==> src/rtl/traceback_controller.sv <==
// traceback_controller: walks the NW arrow matrix from (len_a,len_b) to (0,0), issuing reads and datapath strobes
module traceback_controller #(
  parameter int N     = 128,
  parameter int IDX_W = $clog2(N + 1),
  parameter int LEN_W = $clog2(2 * N + 1)
) (
  input  logic             clk,
  input  logic             rst,
  input  logic             start,
  input  logic [IDX_W-1:0] len_a,
  input  logic [IDX_W-1:0] len_b,
  input  logic [2:0]       dir_rd_data,
  output logic             dir_rd_en,
  output logic [IDX_W-1:0] dir_i,
  output logic [IDX_W-1:0] dir_j,
  output logic [IDX_W-1:0] seqa_addr,
  output logic [IDX_W-1:0] seqb_addr,
  output logic             en_traceB,
  output logic [2:0]       symbol,
  output logic             busy,
  output logic             done,
  output logic             err,
  output logic [LEN_W-1:0] aligned_len
);
  typedef enum logic [2:0] {S_IDLE, S_READ, S_EVAL, S_DONE, S_ERR} state_t;
  state_t           state_q;
  logic [IDX_W-1:0] i_q, j_q, i_d, j_d, ri, rj;
  logic [IDX_W-1:0] dir_i_q, dir_j_q, seqa_q, seqb_q;
  logic [LEN_W-1:0] aligned_len_q;
  logic [2:0]       arrow, symbol_q;
  logic             arrow_ok, oversize, load_rd;
  logic             dir_rd_en_q, en_traceB_q, busy_q, done_q, err_q;
  // Resolve the arrow (boundary cells are forced) and the cell the next read targets
  always_comb begin
    arrow    = i_q == '0 ? 3'b100 : j_q == '0 ? 3'b010 : dir_rd_data;
    arrow_ok = arrow inside {3'b001, 3'b010, 3'b100};
    i_d      = i_q - IDX_W'(arrow[0] | arrow[1]);
    j_d      = j_q - IDX_W'(arrow[0] | arrow[2]);
    oversize = len_a > IDX_W'(N) || len_b > IDX_W'(N);
    ri       = state_q == S_IDLE ? len_a : i_d;
    rj       = state_q == S_IDLE ? len_b : j_d;
    load_rd  = state_q == S_IDLE ? start && !oversize && (len_a != '0 || len_b != '0)
                                 : state_q == S_EVAL && arrow_ok && (i_d != '0 || j_d != '0);
  end
  // Walk FSM; read address/strobe are loaded on entry to READ so memory data lands in EVAL
  always_ff @(posedge clk) begin
    if (rst) begin
      state_q       <= S_IDLE;
      i_q           <= '0;
      j_q           <= '0;
      dir_rd_en_q   <= 1'b0;
      dir_i_q       <= '0;
      dir_j_q       <= '0;
      seqa_q        <= '0;
      seqb_q        <= '0;
      en_traceB_q   <= 1'b0;
      symbol_q      <= '0;
      busy_q        <= 1'b0;
      done_q        <= 1'b0;
      err_q         <= 1'b0;
      aligned_len_q <= '0;
    end else begin
      dir_rd_en_q <= 1'b0;
      en_traceB_q <= 1'b0;
      done_q      <= 1'b0;
      case (state_q)
        S_IDLE: if (start) begin
          i_q           <= len_a;
          j_q           <= len_b;
          aligned_len_q <= '0;
          err_q         <= oversize;
          busy_q        <= 1'b1;
          state_q       <= oversize ? S_ERR : load_rd ? S_READ : S_DONE;
        end
        S_READ: state_q <= S_EVAL;
        S_EVAL: if (!arrow_ok) begin
          err_q   <= 1'b1;
          state_q <= S_ERR;
        end else begin
          en_traceB_q   <= 1'b1;
          symbol_q      <= arrow;
          i_q           <= i_d;
          j_q           <= j_d;
          aligned_len_q <= aligned_len_q + LEN_W'(1);
          state_q       <= load_rd ? S_READ : S_DONE;
        end
        S_DONE: begin
          done_q  <= 1'b1;
          busy_q  <= 1'b0;
          state_q <= S_IDLE;
        end
        S_ERR: begin
          busy_q  <= 1'b0;
          state_q <= S_IDLE;
        end
        default: state_q <= S_IDLE;
      endcase
      if (load_rd) begin
        dir_rd_en_q <= ri != '0 && rj != '0;
        dir_i_q     <= ri;
        dir_j_q     <= rj;
        seqa_q      <= ri == '0 ? '0 : ri - IDX_W'(1);
        seqb_q      <= rj == '0 ? '0 : rj - IDX_W'(1);
      end
    end
  end
  assign dir_rd_en   = dir_rd_en_q;
  assign dir_i       = dir_i_q;
  assign dir_j       = dir_j_q;
  assign seqa_addr   = seqa_q;
  assign seqb_addr   = seqb_q;
  assign en_traceB   = en_traceB_q;
  assign symbol      = symbol_q;
  assign busy        = busy_q;
  assign done        = done_q;
  assign err         = err_q;
  assign aligned_len = aligned_len_q;
endmodule

==> config.mk <==
export PLATFORM = sky130hd
export DESIGN_NAME = traceback_controller
export DESIGN_NICKNAME = d
export VERILOG_FILES = /design/src/rtl/traceback_controller.sv
export SDC_FILE = /design/constraint.sdc
export NUM_CORES = 1
export LEC_CHECK = 0
export ABC_AREA = 1
export CAP_MARGIN = 10
export CORE_ASPECT_RATIO = 1.1
export CORE_MARGIN = 5
export CORE_UTILIZATION = 25
export CTS_BUF_LIST = sky130_fd_sc_hd__clkbuf_4 sky130_fd_sc_hd__clkbuf_8 sky130_fd_sc_hd__clkbuf_16
export CTS_CLUSTER_SIZE = 20
export DETAILED_ROUTE_END_ITERATION = 10
export SYNTH_ARGS = -nofsm -noshare
export SYNTH_HDL_FRONTEND = slang
export SYNTH_SLANG_ARGS = --single-unit
==> constraint.sdc <==
create_clock -name clk -period 2.62 [get_ports clk]
set_input_delay 0.262 -clock clk [delete_from_list [all_inputs] [get_ports clk]]
set_output_delay 0.262 -clock clk [all_outputs]
set_load 0.02 [all_outputs]
==> reports/results.env, run 1 <==
DETAILED_PLACE_HPWL_UM=9948
FP.DIEAREA_UM2=19980
END_OF_THE_WORST_REGISTER_TO_REGISTER_PATH='seqb_addr[5]'
POWER-PER-CELL-AREA_nW_PER_UM2=659.5
PLACEDINSTANCEAREA_UM2=5609
WORST_CLOCK_SKEW_NS=0.005828
WHS_ENDPOINT='seqa_addr[7]'
SYNTH_CELLS=676
GRT_START_MAX_NET_PINS=53
PATH_CLASS='flop to flop'
PORT_BUFFERS=70
DRV_CAP=0
ANTENNA_CELLS=0
YS_TOP_CELLS_BY_AREA='sky130_fd_sc_hd__dfxtp_1, sky130_fd_sc_hd__nand2_1, sky130_fd_sc_hd__nor2_1'
SYNTH-EDFF-COUNT=0
SYN-NUM-NETS=706
SYNTH-ASYNC-RESET-RATIO_PCT=0
VIAS_IN_THE_FIRST_GLOBAL_ROUTE=4431
WORSTHOLDPATHTYPE='flop to flop'
FINAL_WORST_PATH_PERIOD_SHARE_PCT=104.6
DOMINANTREGCELLSYNTH='sky130_fd_sc_hd__dfxtp_1'
INITIALDRTVIOLATIONCOUNT=358
WORST_PATH_CLK_SLEW_NS=0.06
AREA.GROWTH.SYNTH_TO_FINAL_PCT=45.49
FINAL_AREA_UM2=6275
FINAL_CORE_UTILIZATION_PCT=36.88
TRITONCTS.NUM_BUFFERS=9
R2R_SLACK_NS=-0.12
HOLD_START='seqa_addr[7]'
NUM_ROWS=50
FINALSETUPVIOLATIONS=34
SYNTH_SEQUENTIAL_AREA_RATIO_PCT=31.56
SYNTH_MOST_COMMON_CELL='sky130_fd_sc_hd__nand2_1'
VIAS=4611
CLK-INSERTION-DELAY-LATE_NS=0.34
IO_PINS=71
FAILED_CHECKS='setup timing'
YOSYS-TOP-CELLS-COUNT='sky130_fd_sc_hd__nand2_1, sky130_fd_sc_hd__nor2_1, sky130_fd_sc_hd__dfxtp_1, sky130_fd_sc_hd__inv_1, sky130_fd_sc_hd__nand3_1'
BEGINNING_OF_THE_WORST_REGISTER_TO_REGISTER_PATH='j_q[4]'
CP_REQUIRED_NS=2.84
TOTAL_LEAKAGE_POWER_nW=2.865
FINALWORSTSETUPSLACK_NS=-0.1197
DETAIL_ROUTE.FIRST_PASS.ITERATIONS=5
MAX-CLOCK-PATH-BUFFERS=2
ANTENNA_FOUND_INITIAL=0
GLOBAL_ROUTE.OVERFLOW_TOTAL=0
FINAL_HOLD_VIOS=0
CTS.SINKS=68
TRITONCTS='yes'
FINALWEIGHTEDCONGESTION=0.8799
FINAL_PERIOD_MINUS_WORST_SETUP_SLACK_NS=2.740
SYNTH.AVG_CELL_AREA_UM2=6.380
WORST_SETUP_PATH_END_KIND='flop'
DETAIL_ROUTE.DRC_VIOLATIONS=0
GLOBAL_ROUTE.USAGE.TOTAL_PCT=14.04
RSZ0062_AT_GRT='true'
GLOBAL_ROUTE_WIRE_LENGTH_BEFORE_REPAIR_UM=22560
FLOORPLAN.CORE_AREA_UM2=17020
ROUTE.FINAL.WIRE_LENGTH_UM=13610
SYNTH_AREA_LEADER_CELL='sky130_fd_sc_hd__dfxtp_1'
FINALMAXSLEWVIOLATIONS=0
VDD.IR_DROP.WORST_mV=0.3490
DRIVE_GT1_SHARE_PCT=22.25
DIE_H_UM=147.8
YOSYSWARNINGCOUNT=0
WORST-R2R-CELL-COUNT=20
SYNTH_TOP_CELL_AREA_SHARE_PCT=31.56
DIE_WIDTH_UM=135.2
SYNTH.LIB_CELLS_USED.DISTINCT=38
CRITPATHARRIVALTIME_NS=2.96
START_UTIL_PCT=25.35
FINALNETCOUNT=835
START_KIND='flop'
RELSLEWSLACK_PCT=54.81
CLOCK_TREE.ROOT_CELL='sky130_fd_sc_hd__clkbuf_16'
WORST-SLEW-PIN-TRANSITION_NS=0.6762
WORSTPATHMAXFANOUT=6
MAXCLOCKFREQUENCY_GHz=0.3650
WHS_PATH_DEPTH=2
HTREE_LEVELS=3
ANTENNA_LEFT=0
ROUTEDWLPERCELL_UM=13.05
SYNTHESIS.AREA_UM2=4313
STATUS='finished, violations left'
VIAS_PER_CELL=4.421
SYNTH_SEQ_CELLS=68
==> cell families (layout without fill, tap and decap cells) <==
| logic type | count (synthesis) | after routing | share of synthesized area, % |
|---|---|---|---|
| compound gates | 84 | 84 | 10.10 |
| xor+xnor | 7 | 7 | 1.422 |
| fa+ha+maj | 8 | 8 | 2.321 |
| buf+inv | 99 | 229 | 10.36 |
| flops | 68 | 68 | 31.56 |
| simple gates | 410 | 413 | 44.24 |
==> worst max-delay path by stage <==
stage                   start      endpoint  slack (ns)  cells past startpoint
2_1_floorplan          j_q[2]      dir_i[0]        0.02                     21
3_3_place_gp   dir_rd_data[1]      dir_i[0]       -0.23                     19
3_5_place_dp   dir_rd_data[0]  seqa_addr[7]       -0.22                     20
4_1_cts                j_q[6]      dir_i[2]       -0.04                     22
5_1_grt                i_q[7]      dir_i[1]       -0.35                     23
6_report               j_q[4]  seqb_addr[5]       -0.12                     20
==> registers in the layout (all words and copies together) (netlist names) <==
name         count
aligned_len      9
dir_i            8
dir_j            8
i_q              8
j_q              8
seqa_addr        8
seqb_addr        8
state_q          3
symbol           3
busy             1
dir_rd_en        1
done             1
en_traceB        1
err              1
==> area by class of cell <==
class | count | area (µm²)
clock buffer | 10 | 232.7
clock inverter | 5 | 53.80
fill | 1802 | 10740
inverter | 73 | 279.0
multi-input combinational | 512 | 2775
sequential | 68 | 1371
tap | 234 | 292.8
timing repair buffer | 141 | 1270
==> layer usage <==
layer | track usage (%) | share of wire [%] | up-vias
met5 | 0 | 0 | -
met4 | 5.948 | 2.6 | 0
met3 | 2.621 | 4.3 | 24
met2 | 22.68 | 47 | 93
met1 | 18.28 | 47 | 2077
li1 | - | - | 2417
==> where the power goes <==
group          leakage, nW  switching (W)  total, W  internal, W
sequential           0.559      0.0000588   0.00119      0.00113
clock                0.145       0.000456   0.00119     0.000738
combinational         2.16       0.000994   0.00176     0.000761
==> per-stage QoR <==
| step | power (W) | hold slack, ns | worst slack [ns] | instances | TNS (ns) |
|---|---|---|---|---|---|
| 4_1_cts | 0.004083 | 0.4757 | -0.04337 | 1039 | -0.8533 |
| 3_5_place_dp | 0.002746 | 0.4678 | -0.2173 | 1015 | -6.170 |
| 5_1_grt | 0.004420 | 0.4928 | -0.3458 | 1043 | -9.902 |
| 3_3_place_gp | 0.002746 | 0.4667 | -0.2267 | 1015 | -7.078 |
| 2_1_floorplan | 0.002156 | 0.4372 | 0.02369 | 676 | 0 |
| 6_report | 0.004138 | 0.4739 | -0.1197 | 1043 | -2.621 |
==> cells in the final DEF (no fill, tap or decap), types with 2 or more instances in the layout <==
cell type                         count
sky130_fd_sc_hd__nand2_4             10
sky130_fd_sc_hd__nand3_2             12
sky130_fd_sc_hd__nand2_1            161
sky130_fd_sc_hd__buf_4               67
sky130_fd_sc_hd__nand2_8              4
sky130_fd_sc_hd__ha_1                 4
sky130_fd_sc_hd__xor2_1               4
sky130_fd_sc_hd__nand2_2             17
sky130_fd_sc_hd__nor3_1               6
sky130_fd_sc_hd__nor2_2              13
sky130_fd_sc_hd__xnor2_1              3
sky130_fd_sc_hd__clkdlybuf4s50_1     70
sky130_fd_sc_hd__inv_1               59
sky130_fd_sc_hd__a21oi_2              3
sky130_fd_sc_hd__dfxtp_1             60
sky130_fd_sc_hd__nand4_1             18
sky130_fd_sc_hd__inv_2               11
sky130_fd_sc_hd__nand3b_1            18
sky130_fd_sc_hd__nor2_1             104
sky130_fd_sc_hd__clkinv_2             3
sky130_fd_sc_hd__o21ai_0             25
sky130_fd_sc_hd__clkbuf_16            9
sky130_fd_sc_hd__clkinv_1             2
sky130_fd_sc_hd__nand3_4              3
sky130_fd_sc_hd__nor2_4               4
sky130_fd_sc_hd__buf_12               2
sky130_fd_sc_hd__o21ai_1             22
sky130_fd_sc_hd__a21oi_1             28
sky130_fd_sc_hd__dfxtp_2              8
sky130_fd_sc_hd__ha_4                 4
sky130_fd_sc_hd__nand3_1             39
==> what timing repair did <==
item / CTS / global route
setup endpoints to repair: 34 / 34
pin swaps: 12 / 28
cloned: 3 / 1
gates resized for setup: 45 / 31
hold buffers: 0 / 0
buffers inserted: 6 / 6
==> critical path, stage by stage (launching register included) <==
cell and delay (ns):
sky130_fd_sc_hd__dfxtp_2 0.33, sky130_fd_sc_hd__nor2_4 0.14, sky130_fd_sc_hd__nand2_4 0.08, sky130_fd_sc_hd__nor2_8 0.14, sky130_fd_sc_hd__o21a_1 0.19, sky130_fd_sc_hd__nand2_4 0.07, sky130_fd_sc_hd__ha_4 0.17, sky130_fd_sc_hd__ha_4 0.27
sky130_fd_sc_hd__buf_4 0.10, sky130_fd_sc_hd__nand2_1 0.06, sky130_fd_sc_hd__nand2_2 0.10, sky130_fd_sc_hd__ha_1 0.18, sky130_fd_sc_hd__inv_1 0.06, sky130_fd_sc_hd__nor2_2 0.15, sky130_fd_sc_hd__nand2_1 0.10, sky130_fd_sc_hd__inv_2 0.11
sky130_fd_sc_hd__nand3_4 0.11, sky130_fd_sc_hd__nand2_2 0.12, sky130_fd_sc_hd__nand2_4 0.05, sky130_fd_sc_hd__nand2_1 0.05, sky130_fd_sc_hd__nor2_1 0.04
No activity file was read; power rests on OpenSTA's default activity.
==> run 2: changes to the inputs <==
ABC_AREA = default   (was 1)
==> run 2 against run 1 <==
  * The flow still finishes with violations (setup timing)
  * Clock skew about the same
  * Flip-flop and latch count is the same
  * Non-clock buffer count rose by 75
  * Total power is 0.38% lower
  * Largest power group unchanged
  * Wire length rose by 12%
  * Global-route usage rose by 2.0 points
  * Critical path depth down 7
  * First-iteration DRC count fell by 41%
  * Die area down 6.3%
  * Sequential power is 4% lower
  * Fmax shrank 21%
  * Combinational power about the same
==> reports/results.env, run 2 <==
WORST_PATH_CLK_SLEW_NS=0.06  # about the same
VIAS_IN_THE_FIRST_GLOBAL_ROUTE=4662  # was 4431
DETAIL_ROUTE.FIRST_PASS.ITERATIONS=5  # unchanged
ANTENNA_FOUND_INITIAL=0  # unchanged
GLOBAL_ROUTE.USAGE.TOTAL_PCT=16.04  # was 14.04%
TOTAL_LEAKAGE_POWER_nW=2.594  # was 2.865 nW
WORST_SETUP_PATH_END_KIND='flop'  # unchanged
SYNTH_SEQ_CELLS=68  # unchanged
CLK-INSERTION-DELAY-LATE_NS=0.34  # about the same
SYNTH_MOST_COMMON_CELL='sky130_fd_sc_hd__dfxtp_1'  # was sky130_fd_sc_hd__nand2_1
STATUS='finished, violations left'  # unchanged
FINALMAXSLEWVIOLATIONS=0  # unchanged
FINAL_CORE_UTILIZATION_PCT=44.27  # was 36.88%
FINAL_WORST_PATH_PERIOD_SHARE_PCT=132.5  # was 104.6%
VDD.IR_DROP.WORST_mV=0.3448  # was 0.3490 mV
DRV_CAP=0  # unchanged
FINAL_PERIOD_MINUS_WORST_SETUP_SLACK_NS=3.471  # was 2.740 ns
DOMINANTREGCELLSYNTH='sky130_fd_sc_hd__dfxtp_1'  # unchanged
DIE_H_UM=143.0  # was 147.8 µm
DETAILEDPLACE.WORSTSLACK_NS=-1.002  # was -0.2173 ns
CRITPATHARRIVALTIME_NS=3.72  # was 2.96 ns
PORT_BUFFERS=70  # unchanged
MOSTFREQUENTLAYOUTCELLS='sky130_fd_sc_hd__buf_4, sky130_fd_sc_hd__clkdlybuf4s50_1, sky130_fd_sc_hd__dfxtp_1, sky130_fd_sc_hd__nor2_1, sky130_fd_sc_hd__a21oi_1'  # was sky130_fd_sc_hd__nand2_1, sky130_fd_sc_hd__nor2_1, sky130_fd_sc_hd__clkdlybuf4s50_1, sky130_fd_sc_hd__buf_4, sky130_fd_sc_hd__dfxtp_1
YOSYSWARNINGCOUNT=0  # unchanged
SYNTH_SEQUENTIAL_AREA_RATIO_PCT=33.85  # was 31.56%
CP_REQUIRED_NS=2.87  # was 2.84 ns
IO_PINS=71  # unchanged
SYN-NUM-NETS=550  # was 706
PATH_CLASS='flop to flop'  # unchanged
WORSTPATHMAXFANOUT=5  # was 6
SYNTH-ASYNC-RESET-RATIO_PCT=0  # unchanged
FINAL_HOLD_VIOS=0  # unchanged
SYNTH_CELLS=520  # was 676
DIE_WIDTH_UM=130.9  # was 135.2 µm
GRT_START_MAX_NET_PINS=37  # was 53
SYNTH.AVG_CELL_AREA_UM2=7.733  # was 6.380 µm²
CRIT_PATH_TOP_DELAY_CELL='sky130_fd_sc_hd__or4_4'  # was sky130_fd_sc_hd__dfxtp_2
CPMOSTUSEDCELL='sky130_fd_sc_hd__nor3_4'
FINAL_COMMON_CELL='sky130_fd_sc_hd__buf_4'  # was sky130_fd_sc_hd__nand2_1
SYNTH.LIB_CELLS_USED.DISTINCT=62  # was 38
ANTENNA_LEFT=0  # unchanged
SYNTHESIS.AREA_UM2=4021  # was 4313 µm²
TOTALNEGATIVESETUPSLACK_NS=-27.73  # was -2.621 ns
WORSTHOLDPATHTYPE='input port to flop'  # was flop to flop
CTS-HOLD-FIX-BUFFERS=0  # unchanged
SYNTH_AREA_LEADER_CELL='sky130_fd_sc_hd__dfxtp_1'  # unchanged
FLOORPLAN.CORE_AREA_UM2=15740  # was 17020 µm²
YOSYS-TOP-CELLS-COUNT='sky130_fd_sc_hd__dfxtp_1, sky130_fd_sc_hd__nor2_1, sky130_fd_sc_hd__a21oi_1, sky130_fd_sc_hd__nand2_1'  # was sky130_fd_sc_hd__nand2_1, sky130_fd_sc_hd__nor2_1, sky130_fd_sc_hd__dfxtp_1, sky130_fd_sc_hd__inv_1, sky130_fd_sc_hd__nand3_1
FINALNETCOUNT=739  # was 835
VIAS=4583  # was 4611
YS_TOP_CELLS_BY_AREA='sky130_fd_sc_hd__dfxtp_1, sky130_fd_sc_hd__a21oi_1, sky130_fd_sc_hd__nor2_1'  # was sky130_fd_sc_hd__dfxtp_1, sky130_fd_sc_hd__nand2_1, sky130_fd_sc_hd__nor2_1
FIN_HOLD_WS_NS=0.3169  # was 0.4739 ns
FP.DIEAREA_UM2=18720  # was 19980 µm²
DRIVE_GT1_SHARE_PCT=38.80  # was 22.25%
MAX-CLOCK-PATH-BUFFERS=2  # unchanged
FINALWORSTSETUPSLACK_NS=-0.8511  # was -0.1197 ns
VIAS_PER_CELL=5.014  # was 4.421
ROUTEDWLPERCELL_UM=16.74  # was 13.05 µm
WORST-SLEW-PIN-TRANSITION_NS=0.4337  # was 0.6762 ns
CRITICAL_PATH.CELL_CHAIN='or4_4 -> nor3_4 -> nor3_4 -> nor2_4 -> ha_4 -> ha_4 -> or3b_4 -> nor3_4 -> xnor2_2 -> and3b_2 -> a21oi_2 -> or4b_1 -> a311oi_1'  # was nor2_4 -> nand2_4 -> nor2_8 -> o21a_1 -> nand2_4 -> ha_4 -> ha_4 -> buf_4 -> nand2_1 -> nand2_2 -> ha_1 -> inv_1 -> nor2_2 -> nand2_1 -> inv_2 -> nand3_4 -> nand2_2 -> nand2_4 -> nand2_1 -> nor2_1
TOTALPOWERFINAL_W=0.004122  # was 0.004138 W
START_UTIL_PCT=25.56  # was 25.35%
POWER-PER-CELL-AREA_nW_PER_UM2=591.8  # was 659.5 nW/µm²
FINALWEIGHTEDCONGESTION=0.9059  # was 0.8799
FINALSETUPVIOLATIONS=40  # was 34
SYNTH_TOP_CELL_AREA_SHARE_PCT=33.85  # was 31.56%
AREA.GROWTH.SYNTH_TO_FINAL_PCT=73.21  # was 45.49%
RELSLEWSLACK_PCT=70.71  # was 54.81%
DETAILED_PLACE_HPWL_UM=11050  # was 9948 µm
MAXCLOCKFREQUENCY_GHz=0.2881  # was 0.3650 GHz
ANTENNA_CELLS=0  # unchanged
TRITONCTS.NUM_BUFFERS=9  # unchanged
GLOBAL_ROUTE_WIRE_LENGTH_BEFORE_REPAIR_UM=23710  # was 22560 µm
TRITONCTS='yes'  # unchanged
HTREE_LEVELS=3  # unchanged
DETAIL_ROUTE.DRC_VIOLATIONS=0  # unchanged
GLOBAL_ROUTE.OVERFLOW_TOTAL=0  # unchanged
NUM_ROWS=48  # was 50
START_KIND='flop'  # unchanged
SYNTH-EDFF-COUNT=0  # unchanged
LARGEST_REG_FLOPS=9  # unchanged
CRIT_PATH_MAX_INCR_DELAY_NS=0.53  # was 0.33 ns
WORST_CLOCK_SKEW_NS=0.005600  # was 0.005828 ns
RSZ0062_AT_GRT='true'  # unchanged
FAILED_CHECKS='setup timing'  # unchanged
ROUTE.FINAL.WIRE_LENGTH_UM=15300  # was 13610 µm
CLOCK_TREE.ROOT_CELL='sky130_fd_sc_hd__clkbuf_16'  # unchanged
CTS.SINKS=68  # unchanged
INITIALDRTVIOLATIONCOUNT=212  # was 358
## run 2: kinds of logic (layout without fill, tap and decap cells)
family / Yosys count / in the layout / synth area share [%]
AND/OR/NAND/NOR: 211 / 211 / 26.70
AO/OA/AOI/OAI: 147 / 147 / 23.58
flip-flops: 68 / 68 / 33.85
buffers and inverters: 54 / 248 / 6.160
XOR/XNOR: 25 / 25 / 5.445
adder cells (fa/ha/maj): 8 / 8 / 2.489
multiplexers: 7 / 7 / 1.774
## run 2: per-stage QoR
| stage | instance area (µm²) | instances |
|---|---|---|
| after floorplan | 4198 | 520 |
| after global placement | 5947 | 881 |
| after detailed placement | 5947 | 881 |
| after CTS | 6603 | 909 |
| after global routing | 6965 | 914 |
| final | 6965 | 914 |
## run 2: path summary, 6_finish.rpt
check | cells past startpoint | slack, ns | startpoint | endpoint
worst max register to register | 13 | -0.85 | j_q[0] | seqa_addr[7]
worst max-delay path | 13 | -0.85 | j_q[0] | seqa_addr[7]
worst min register to register | 2 | 0.46 | dir_j[3] | dir_j[3]
worst min-delay path | 2 | 0.32 | rst | i_q[4]
## run 2: cell type report
cell class	count	area, µm²
inverter	16	60.06
fill	1573	8770
tap	200	250.2
clock buffer	11	246.5
multi-input combinational	398	3022
clock inverter	5	61.31
sequential	68	1365
timing repair buffer	216	1961
## run 2: worst max-delay path, delay by kind of cell, from the launching register on
family,cells,cell delay (ns)
fa+ha+maj,2,0.31
flops,1,0.32
xor+xnor,1,0.14
simple gates,8,2.26
compound gates,2,0.34
## run 2: power by group
part	switching (W)	internal, W	total [W]
Sequential	0.0000422	0.00110	0.00114
Combinational	0.000859	0.000867	0.00173
Clock	0.000481	0.000775	0.00126
## run 2: timing repair
action,4_1_cts,5_1_grt
cloned,1,1
gates resized for setup,56,69
setup buffers,11,8
endpoints found under the setup margin,43,44
pin swaps,23,34
## run 2: per-layer routing
metal | share of wire [%] | vias to the layer above | wire, µm | global-route usage [%]
met5 | 0 | - | 0 | 0
met4 | 2.8 | 0 | 426 | 6.280
met3 | 4.3 | 25 | 656 | 3.404
met2 | 51 | 101 | 7774 | 27.47
met1 | 42 | 2207 | 6442 | 19.53
li1 | - | 2250 | - | -
